File: src/rtl/wash_sequencer.sv
// Washing-machine program sequencer.
//
// Runs a fixed program IDLE -> FILL -> WASH -> DRAIN -> SPIN -> DONE. The program is paced by a
// 1 s tick that comes from a clock prescaler. A pause pulse freezes the running phase, and
// abort drains the drum and returns to IDLE. After completion a buzzer window runs and then
// overtime ticks are counted until ack.
//
// Ports:
//   clk, rst      clock; asynchronous active-low reset
//   start         pulse: begin the program selected by mode (IDLE only, mode < MODES)
//   pause         pulse: toggle pause in FILL/WASH/DRAIN/SPIN
//   abort         pulse: cancel the program (drain first if there is water)
//   ack           pulse: acknowledge completion in DONE
//   mode          program select, sampled only with an accepted start
//   st_light      {aborted, PAUSE, DONE, SPIN, DRAIN, WASH, FILL, IDLE} lamps
//   water         thermometer water level, LSB-first
//   remain        ticks left in WASH or SPIN, else 0
//   busy / done   state != IDLE / state == DONE
//   buzzer        completion alert for the first BUZZ_T ticks of DONE
//   overtime      saturating count of ticks spent in DONE after the buzzer window
module wash_sequencer #(
  parameter int unsigned TICK_DIV  = 100000000,
  parameter int unsigned MODES     = 4,
  parameter int unsigned WL        = 8,
  parameter int unsigned TW        = 8,
  parameter int unsigned WASH_BASE = 6,
  parameter int unsigned WASH_STEP = 3,
  parameter int unsigned SPIN_T    = 4,
  parameter int unsigned BUZZ_T    = 3,
  localparam int unsigned MW       = (MODES > 1) ? $clog2(MODES) : 1
) (
  input  logic          clk,
  input  logic          rst,
  input  logic          start,
  input  logic          pause,
  input  logic          abort,
  input  logic          ack,
  input  logic [MW-1:0] mode,
  output logic [7:0]    st_light,
  output logic [WL-1:0] water,
  output logic [TW-1:0] remain,
  output logic          busy,
  output logic          done,
  output logic          buzzer,
  output logic [TW-1:0] overtime
);

  localparam int unsigned PW = (TICK_DIV > 1) ? $clog2(TICK_DIV) : 1;
  localparam int unsigned BW = (BUZZ_T > 0) ? $clog2(BUZZ_T + 1) : 1;
  localparam logic [PW-1:0] PrescMax = PW'(TICK_DIV - 1);

  typedef enum logic [2:0] {
    StIdle, StFill, StWash, StDrain, StSpin, StDone, StPause
  } state_e;

  state_e        state_q, state_d;
  state_e        ret_q, ret_d;
  logic [PW-1:0] presc_q, presc_d;
  logic [WL-1:0] water_q, water_d;
  logic [TW-1:0] remain_q, remain_d;
  logic [MW-1:0] mode_q, mode_d;
  logic          aborted_q, aborted_d;
  logic [TW-1:0] overtime_q, overtime_d;
  logic          buzzer_q, buzzer_d;
  logic [BW-1:0] buzz_cnt_q, buzz_cnt_d;
  logic          active;
  logic          tick;

  function automatic int unsigned ones(input logic [WL-1:0] v);
    int unsigned n;
    n = 0;
    for (int i = 0; i < int'(WL); i++) begin
      if (v[i]) n++;
    end
    return n;
  endfunction

  function automatic int unsigned fill_target(input logic [MW-1:0] m);
    int unsigned t;
    t = ((32'(m) + 1) * WL) / MODES;
    if (t < 1) t = 1;
    return t;
  endfunction

  function automatic logic [7:0] lamp(input state_e s);
    logic [7:0] l;
    case (s)
      StIdle:  l = 8'h01;
      StFill:  l = 8'h02;
      StWash:  l = 8'h04;
      StDrain: l = 8'h08;
      StSpin:  l = 8'h10;
      StDone:  l = 8'h20;
      StPause: l = 8'h40;
      default: l = 8'h00;
    endcase
    return l;
  endfunction

  // The prescaler only runs in phases that consume ticks; PAUSE leaves it frozen.
  assign active = state_q inside {StFill, StWash, StDrain, StSpin, StDone};
  assign tick   = active && (presc_q == PrescMax);

  always_comb begin
    state_d    = state_q;
    ret_d      = ret_q;
    presc_d    = presc_q;
    water_d    = water_q;
    remain_d   = remain_q;
    mode_d     = mode_q;
    aborted_d  = aborted_q;
    overtime_d = overtime_q;
    buzzer_d   = buzzer_q;
    buzz_cnt_d = buzz_cnt_q;

    // Tick-driven transitions land with presc_d already wrapped to 0, which gives every phase
    // a full tick period after entry.
    if (active) begin
      presc_d = tick ? '0 : presc_q + 1'b1;
    end else if (state_q == StIdle) begin
      presc_d = '0;
    end

    if (abort && (state_q inside {StFill, StWash, StSpin, StPause})) begin
      aborted_d = 1'b1;
      remain_d  = '0;
      presc_d   = '0;
      state_d   = (water_q == '0) ? StIdle : StDrain;
    end else begin
      case (state_q)
        StIdle: begin
          if (start && (32'(mode) < MODES)) begin
            mode_d     = mode;
            overtime_d = '0;
            aborted_d  = 1'b0;
            state_d    = StFill;
          end
        end
        StFill, StWash, StDrain, StSpin: begin
          if (abort) begin
            // Only reachable in DRAIN: flag the abort and defer any coincident tick a cycle.
            aborted_d = 1'b1;
            presc_d   = presc_q;
          end else if (pause) begin
            ret_d   = state_q;
            state_d = StPause;
            presc_d = presc_q;
          end else if (tick) begin
            case (state_q)
              StFill: begin
                water_d = (water_q << 1) | WL'(1);
                if (ones(water_q) + 1 >= fill_target(mode_q)) begin
                  state_d  = StWash;
                  remain_d = TW'(WASH_BASE + 32'(mode_q) * WASH_STEP);
                end
              end
              StWash, StSpin: begin
                if (remain_q <= TW'(1)) begin
                  remain_d = '0;
                  if (state_q == StWash) begin
                    state_d = StDrain;
                  end else begin
                    state_d    = StDone;
                    buzzer_d   = (BUZZ_T != 0);
                    buzz_cnt_d = '0;
                  end
                end else begin
                  remain_d = remain_q - 1'b1;
                end
              end
              StDrain: begin
                // The level is a thermometer code, so a right shift clears its top bit.
                water_d = water_q >> 1;
                if ((water_q >> 1) == '0) begin
                  if (aborted_q) begin
                    state_d = StIdle;
                  end else begin
                    state_d  = StSpin;
                    remain_d = TW'(SPIN_T);
                  end
                end
              end
              default: ;
            endcase
          end
        end
        StDone: begin
          if (ack) begin
            state_d    = StIdle;
            buzzer_d   = 1'b0;
            buzz_cnt_d = '0;
            presc_d    = '0;
          end else if (tick) begin
            if (buzzer_q) begin
              buzz_cnt_d = buzz_cnt_q + 1'b1;
              if (32'(buzz_cnt_q) + 1 >= BUZZ_T) buzzer_d = 1'b0;
            end else if (overtime_q != '1) begin
              overtime_d = overtime_q + 1'b1;
            end
          end
        end
        StPause: begin
          if (pause) state_d = ret_q;
        end
        default: state_d = StIdle;
      endcase
    end
  end

  always_ff @(posedge clk or negedge rst) begin
    if (!rst) begin
      state_q    <= StIdle;
      ret_q      <= StIdle;
      presc_q    <= '0;
      water_q    <= '0;
      remain_q   <= '0;
      mode_q     <= '0;
      aborted_q  <= 1'b0;
      overtime_q <= '0;
      buzzer_q   <= 1'b0;
      buzz_cnt_q <= '0;
    end else begin
      state_q    <= state_d;
      ret_q      <= ret_d;
      presc_q    <= presc_d;
      water_q    <= water_d;
      remain_q   <= remain_d;
      mode_q     <= mode_d;
      aborted_q  <= aborted_d;
      overtime_q <= overtime_d;
      buzzer_q   <= buzzer_d;
      buzz_cnt_q <= buzz_cnt_d;
    end
  end

  // While paused the frozen phase lamp stays lit next to the PAUSE lamp.
  assign st_light = lamp(state_q) | ((state_q == StPause) ? lamp(ret_q) : 8'h00)
                  | {aborted_q, 7'b0};
  assign water    = water_q;
  assign remain   = remain_q;
  assign busy     = (state_q != StIdle);
  assign done     = (state_q == StDone);
  assign buzzer   = buzzer_q;
  assign overtime = overtime_q;

endmodule

File: config.mk
export PLATFORM = sky130hd
export DESIGN_NAME = wash_sequencer
export DESIGN_NICKNAME = d
export VERILOG_FILES = /design/src/rtl/wash_sequencer.sv
export SDC_FILE = /design/constraint.sdc
export NUM_CORES = 1
export LEC_CHECK = 0
export BUFFER_PORTS_ARGS = -buffer_cell sky130_fd_sc_hd__buf_2
export CAP_MARGIN = 20
export CELL_PAD_IN_SITES_DETAIL_PLACEMENT = 0
export CELL_PAD_IN_SITES_GLOBAL_PLACEMENT = 1
export CORE_ASPECT_RATIO = 1.1
export CORE_MARGIN = 3
export CORE_UTILIZATION = 46
export CTS_BUF_LIST = sky130_fd_sc_hd__clkbuf_16
export DETAILED_ROUTE_END_ITERATION = 12
export HOLD_SLACK_MARGIN = 0.05
export PLACE_DENSITY_LB_ADDON = 0.1
export RECOVER_POWER = 100
export SYNTH_ARGS = -nofsm -noshare
export SYNTH_HDL_FRONTEND = slang
export SYNTH_SLANG_ARGS = --single-unit
File: constraint.sdc
create_clock -name clk -period 6.25 [get_ports clk]
set_clock_uncertainty 0.05 [all_clocks]
set_input_delay 0.625 -clock clk [delete_from_list [all_inputs] [get_ports clk]]
set_output_delay 0.625 -clock clk [all_outputs]
set_load 0.01 [all_outputs]
==> impl_results.html <==
<table>
<tr><th>Metric</th><th>Value</th></tr>
<tr><th colspan="2">Flow run</th></tr>
<tr><td>Max-cap violations</td><td>1</td></tr>
<tr><th colspan="2">Placement</th></tr>
<tr><td>Instance area after placement</td><td>5110 sq um</td></tr>
<tr><td>Worst slack after detailed placement</td><td>about 0.28 ns</td></tr>
<tr><td>HPWL Detailed</td><td>8.86 mm</td></tr>
<tr><td>Port buffer count</td><td>42</td></tr>
<tr><td>Final weighted congestion of routability-driven global placement</td><td>around 0.88</td></tr>
<tr><th colspan="2">Die</th></tr>
<tr><td>Top Ports</td><td>43</td></tr>
<tr><td>Initial core utilization</td><td>48.0%</td></tr>
<tr><td>Die X-Extent</td><td>around 100 um</td></tr>
<tr><td>Std cell rows</td><td>38</td></tr>
<tr><td>Die Outline Area</td><td>around 12000 sq um</td></tr>
<tr><td>Area of the core</td><td>10000 sq um</td></tr>
<tr><td>Die Span Y</td><td>113 um</td></tr>
<tr><th colspan="2">STA</th></tr>
<tr><td>Post-layout min period</td><td>5.67 ns</td></tr>
<tr><td>Worst rel slew slack</td><td>-135%</td></tr>
<tr><td>Setup violators final</td><td>0</td></tr>
<tr><td>Final WS setup</td><td>~0.58 ns</td></tr>
<tr><td>Max-slew violations</td><td>64</td></tr>
<tr><td>Actual slew at the worst max-slew pin</td><td>~3.5 ns</td></tr>
<tr><td>Setup Total Neg Slack</td><td>0 ns</td></tr>
<tr><td>Unrepaired setup endpoints after global routing</td><td>no</td></tr>
<tr><td>Number of hold violations in the final report</td><td>0</td></tr>
<tr><td>Part of the cycle the worst path needs</td><td>90.6%</td></tr>
<tr><td>Hold slack</td><td>0.432 ns</td></tr>
<tr><td>Peak Freq</td><td>roughly 180 MHz</td></tr>
<tr><th colspan="2">Setup path</th></tr>
<tr><td>Critical path buffers and inverters</td><td>3</td></tr>
<tr><td>Maximum fanout count along the critical path</td><td>8</td></tr>
<tr><td>Data arrival, critical path</td><td>5.86 ns</td></tr>
<tr><td>Start of the worst register-to-register path</td><td>water[0]</td></tr>
<tr><td>Kind of start point of the critical path</td><td>register</td></tr>
<tr><td>Slowest library cell on the worst path</td><td>sky130_fd_sc_hd__dfrtp_1</td></tr>
<tr><td>Family with the most delay on the worst path</td><td>adder cells</td></tr>
<tr><td>Endpoint class of the critical path</td><td>register</td></tr>
<tr><td>Endpoint of the worst-slack reg-to-reg timing path</td><td>remain[1]</td></tr>
<tr><td>Critical Path Max Stage Delay</td><td>0.41 ns</td></tr>
<tr><td>Type of the worst setup path</td><td>reg -&gt; reg</td></tr>
<tr><td>Most used cell, CP</td><td>sky130_fd_sc_hd__ha_1</td></tr>
<tr><td>Required @ worst endpoint</td><td>6.45 ns</td></tr>
<tr><td>Depth of the worst register-to-register path</td><td>28</td></tr>
<tr><td>Setup slack of the most critical reg-to-reg path</td><td>roughly 0.58 ns</td></tr>
<tr><th colspan="2">Synth</th></tr>
<tr><td>Most frequently used flop master after synthesis</td><td>sky130_fd_sc_hd__dfrtp_1</td></tr>
<tr><td>Gate Count Post-Synth</td><td>594</td></tr>
<tr><td>Share of the synthesized netlist area taken by xor and xnor gates</td><td>5.69%</td></tr>
<tr><td>Flop and latch count out of synthesis</td><td>63</td></tr>
<tr><td>Top cell type's share of synthesized area</td><td>32.7%</td></tr>
<tr><td>Average footprint of a synthesized cell</td><td>8.11 sq um</td></tr>
<tr><td>Ranking of synthesized cells by area</td><td>sky130_fd_sc_hd__dfrtp_1 (33%), sky130_fd_sc_hd__ha_1 (5.7%), sky130_fd_sc_hd__o21ai_0 (5.4%)</td></tr>
<tr><td>Post-synth EDFFs</td><td>0</td></tr>
<tr><td>Number of warnings reported in the yosys synthesis log</td><td>0</td></tr>
<tr><td>Netlist area before placement</td><td>approximately 4800 sq um</td></tr>
<tr><td>Fraction of the yosys area taken by sequential cells</td><td>32.7%</td></tr>
<tr><td>Post-synthesis compound-gate area fraction</td><td>22.5%</td></tr>
<tr><td>Post-synth top area cell</td><td>sky130_fd_sc_hd__dfrtp_1</td></tr>
<tr><td>Distinct cell type count after synthesis</td><td>between 70 and 80</td></tr>
<tr><td>Syn Nets</td><td>between 600 and 700</td></tr>
<tr><td>Fraction of registers with async set or reset after synthesis</td><td>100%</td></tr>
<tr><td>Dominant combinational cell family by area after synthesis</td><td>simple AND/OR/NAND/NOR gates</td></tr>
<tr><td>Post-synthesis mux area share</td><td>3.09%</td></tr>
<tr><td>Area fraction in and, or, nand and nor cells after synthesis</td><td>25.4%</td></tr>
<tr><td>Post-synthesis share of cell area spent on full adders, half adders and majority gates</td><td>under 10%</td></tr>
<tr><th colspan="2">Global route</th></tr>
<tr><td>Maximum number of pins on one net before global-route repair</td><td>64</td></tr>
<tr><td>Number of antenna violations at the first check in global routing</td><td>0</td></tr>
<tr><td>Global-route wire length before repair</td><td>20.4 mm</td></tr>
<tr><td>GRT Overall Usage</td><td>between 20% and 30%</td></tr>
<tr><td>Gr ovfl total</td><td>0</td></tr>
<tr><td>Vias in the first global route</td><td>4109</td></tr>
<tr><th colspan="2">Pwr</th></tr>
<tr><td>Static leakage</td><td>2.20 nW</td></tr>
<tr><td>Power Density</td><td>375 nW/um^2</td></tr>
<tr><td>Worst vdd ir</td><td>0.000239 V</td></tr>
<tr><td>Total chip power</td><td>1.99 mW</td></tr>
<tr><th colspan="2">CTS</th></tr>
<tr><td>Hold buffers post-CTS</td><td>0</td></tr>
<tr><td>Sink Count</td><td>63</td></tr>
<tr><td>Worst-path clk slew</td><td>0.05 ns</td></tr>
<tr><td>Longest Clk Path Bufs</td><td>2</td></tr>
<tr><td>Post-cts gate resize count</td><td>0</td></tr>
<tr><td>Post CTS Setup Buffer Count</td><td>0</td></tr>
<tr><td>Skew-Pair Late Insertion Delay</td><td>0.33 ns</td></tr>
<tr><td>Num CTS Buffers</td><td>9</td></tr>
<tr><td>Root Driver</td><td>sky130_fd_sc_hd__clkbuf_16</td></tr>
<tr><td>H-tree levels</td><td>3</td></tr>
<tr><td>TritonCTS clock tree</td><td>done</td></tr>
<tr><th colspan="2">Drt</th></tr>
<tr><td>Number of remaining DRC errors</td><td>0</td></tr>
<tr><td>Router iterations before antenna repair</td><td>5</td></tr>
<tr><td>Total Routed Length</td><td>12.3 mm</td></tr>
<tr><td>Violation count after the first detailed-route iteration</td><td>298</td></tr>
<tr><td>Routed vias</td><td>4459</td></tr>
<tr><td>Antenna-violating nets left</td><td>0</td></tr>
<tr><td>Vias per inst</td><td>5.84</td></tr>
<tr><td>Post-DR wirelength/cell</td><td>16.1 um</td></tr>
<tr><th colspan="2">Run status</th></tr>
<tr><td>Result of the run</td><td>finished with violations</td></tr>
<tr><td>Failing checks</td><td>capacitance limit, slew limit</td></tr>
<tr><th colspan="2">Worst hold path</th></tr>
<tr><td>Number of cells on the worst hold path</td><td>1</td></tr>
<tr><td>Hold Crit Start</td><td>presc_q[22]</td></tr>
<tr><td>Worst-case hold path end point</td><td>presc_q[22]</td></tr>
<tr><td>Hold WC Path Type</td><td>reg -&gt; reg</td></tr>
<tr><th colspan="2">Layout</th></tr>
<tr><td>Number of fill cells in the layout</td><td>980</td></tr>
<tr><td>Share of cells above drive strength 1</td><td>8.03%</td></tr>
<tr><td>Layout Nets</td><td>650</td></tr>
<tr><td>Antenna Diode Count</td><td>0</td></tr>
<tr><td>Final Cell Area</td><td>approximately 5300 sq um</td></tr>
<tr><td>Area growth syn-to-layout</td><td>10.4%</td></tr>
</table>
-- Yosys cell counts (2+ instances only) --
cell                        number
sky130_fd_sc_hd__nand2_1        67
sky130_fd_sc_hd__and4_1          2
sky130_fd_sc_hd__nor3b_1         3
sky130_fd_sc_hd__nand2b_1        5
sky130_fd_sc_hd__or4_1           2
sky130_fd_sc_hd__o221ai_1        3
sky130_fd_sc_hd__a22o_1          6
sky130_fd_sc_hd__nor3_1         16
sky130_fd_sc_hd__buf_1           2
sky130_fd_sc_hd__o21ai_0        52
sky130_fd_sc_hd__ha_1           22
sky130_fd_sc_hd__o22ai_1         6
sky130_fd_sc_hd__nand3_1        29
sky130_fd_sc_hd__inv_1          26
sky130_fd_sc_hd__nand3b_1        2
sky130_fd_sc_hd__clkbuf_1       26
sky130_fd_sc_hd__o32ai_1         3
sky130_fd_sc_hd__a21o_1          3
sky130_fd_sc_hd__nand4_1        11
sky130_fd_sc_hd__o21ai_1         2
sky130_fd_sc_hd__and3_1         10
sky130_fd_sc_hd__mux2i_1        10
sky130_fd_sc_hd__a41oi_1         2
sky130_fd_sc_hd__a22oi_1         3
sky130_fd_sc_hd__mux2_2          3
sky130_fd_sc_hd__xnor2_1        16
sky130_fd_sc_hd__and2_1          6
sky130_fd_sc_hd__xor2_1          8
sky130_fd_sc_hd__or2_2           7
sky130_fd_sc_hd__o211ai_1        5
sky130_fd_sc_hd__o2bb2ai_1       7
sky130_fd_sc_hd__o31ai_1        10
sky130_fd_sc_hd__dfrtp_1        63
sky130_fd_sc_hd__nor2_1         52
sky130_fd_sc_hd__buf_4           2
sky130_fd_sc_hd__nor2b_1         8
sky130_fd_sc_hd__or3_1           3
sky130_fd_sc_hd__o2111ai_1       3
sky130_fd_sc_hd__nor4_1          5
sky130_fd_sc_hd__a31oi_1        11
sky130_fd_sc_hd__a21oi_1        39
-- per-stage QoR --
| stage | utilization, % | instances |
|---|---|---|
| CTS | 53.4 | 763 |
| detailed placement | 50.9 | 749 |
| global route | 53.0 | 763 |
| finish | 53.0 | 763 |
| global placement | 50.9 | 749 |
| floorplan | - | 594 |
-- worst max path at each step --
stage	end	start	slack, ns	depth (start not counted)
after CTS	remain[1]	water[1]	0.23	25
final	remain[1]	water[0]	0.58	28
after global routing	remain[1]	water[0]	0.05	28
after floorplan	remain[0]	water[1]	0.81	26
after global placement	remain[0]	water[1]	0.48	25
after detailed placement	remain[1]	water[1]	0.28	25
-- report_power, final --
part           leakage [nW]  total, mW  internal (mW)  switching, mW
Clock                 0.118      0.441          0.260          0.181
Combinational          1.25      0.972          0.334          0.638
Sequential            0.833      0.580          0.482         0.0983
Total                  2.20       1.99           1.08          0.917
-- cell usage in the layout (no fill, tap or decap), types with 4 or more instances in the layout --
cell type                    n
sky130_fd_sc_hd__nand2_1    67
sky130_fd_sc_hd__dfrtp_1    62
sky130_fd_sc_hd__o21ai_0    52
sky130_fd_sc_hd__nor2_1     51
sky130_fd_sc_hd__a21oi_1    39
sky130_fd_sc_hd__clkbuf_1   38
sky130_fd_sc_hd__nand3_1    28
sky130_fd_sc_hd__inv_1      26
sky130_fd_sc_hd__ha_1       22
sky130_fd_sc_hd__nor3_1     16
sky130_fd_sc_hd__xnor2_1    15
sky130_fd_sc_hd__nand4_1    11
sky130_fd_sc_hd__a31oi_1    11
sky130_fd_sc_hd__o31ai_1    10
sky130_fd_sc_hd__and3_1     10
sky130_fd_sc_hd__mux2i_1     9
sky130_fd_sc_hd__clkbuf_16   9
sky130_fd_sc_hd__xor2_1      8
sky130_fd_sc_hd__nor2b_1     8
sky130_fd_sc_hd__buf_2       8
sky130_fd_sc_hd__or2_2       7
sky130_fd_sc_hd__o2bb2ai_1   7
sky130_fd_sc_hd__nor4_1      6
sky130_fd_sc_hd__a22o_1      6
sky130_fd_sc_hd__o22ai_1     6
sky130_fd_sc_hd__o211ai_1    5
sky130_fd_sc_hd__nand2b_1    5
sky130_fd_sc_hd__and2_1      4
-- layer usage --
| layer | share of wire (%) | vias up | global-route usage [%] |
|---|---|---|---|
| li1 | - | 2214 | - |
| met4 | 1.3 | 0 | 5.50 |
| met3 | 3.4 | 13 | 3.99 |
| met5 | 0 | - | 0 |
| met2 | 48 | 80 | 34.6 |
| met1 | 47 | 2152 | 28.5 |
-- area by class of cell --
class	count	area [sq um]	share of cell area [%]
tap	140	175	3.29
clock buffer	9	225	4.23
timing repair buffer	47	190	3.57
sequential	63	1580	29.6
inverter	26	97.6	1.83
multi-input combinational	473	3030	56.9
clock inverter	5	27.5	0.517
-- state kept, by name, summed over array words and instances, names as in the netlist, 2 cells and up --
| name | count |
|---|---|
| buzz_cnt_q | 2 |
| mode_q | 2 |
| overtime | 8 |
| presc_q | 27 |
| remain | 8 |
| ret_q | 3 |
| state_q | 3 |
| water | 8 |
-- kinds of logic (layout without fill, tap and decap cells) --
| group | after synthesis | after routing |
|---|---|---|
| AND/OR/NAND/NOR | 241 | 241 |
| AO/OA/AOI/OAI | 168 | 168 |
| flip-flops | 63 | 63 |
| buffers and inverters | 58 | 87 |
| XOR/XNOR | 27 | 27 |
| adder cells (fa/ha/maj) | 22 | 22 |
| multiplexers | 14 | 14 |
| other | 1 | 1 |
Note: power is estimated with default switching activity, not from simulation.
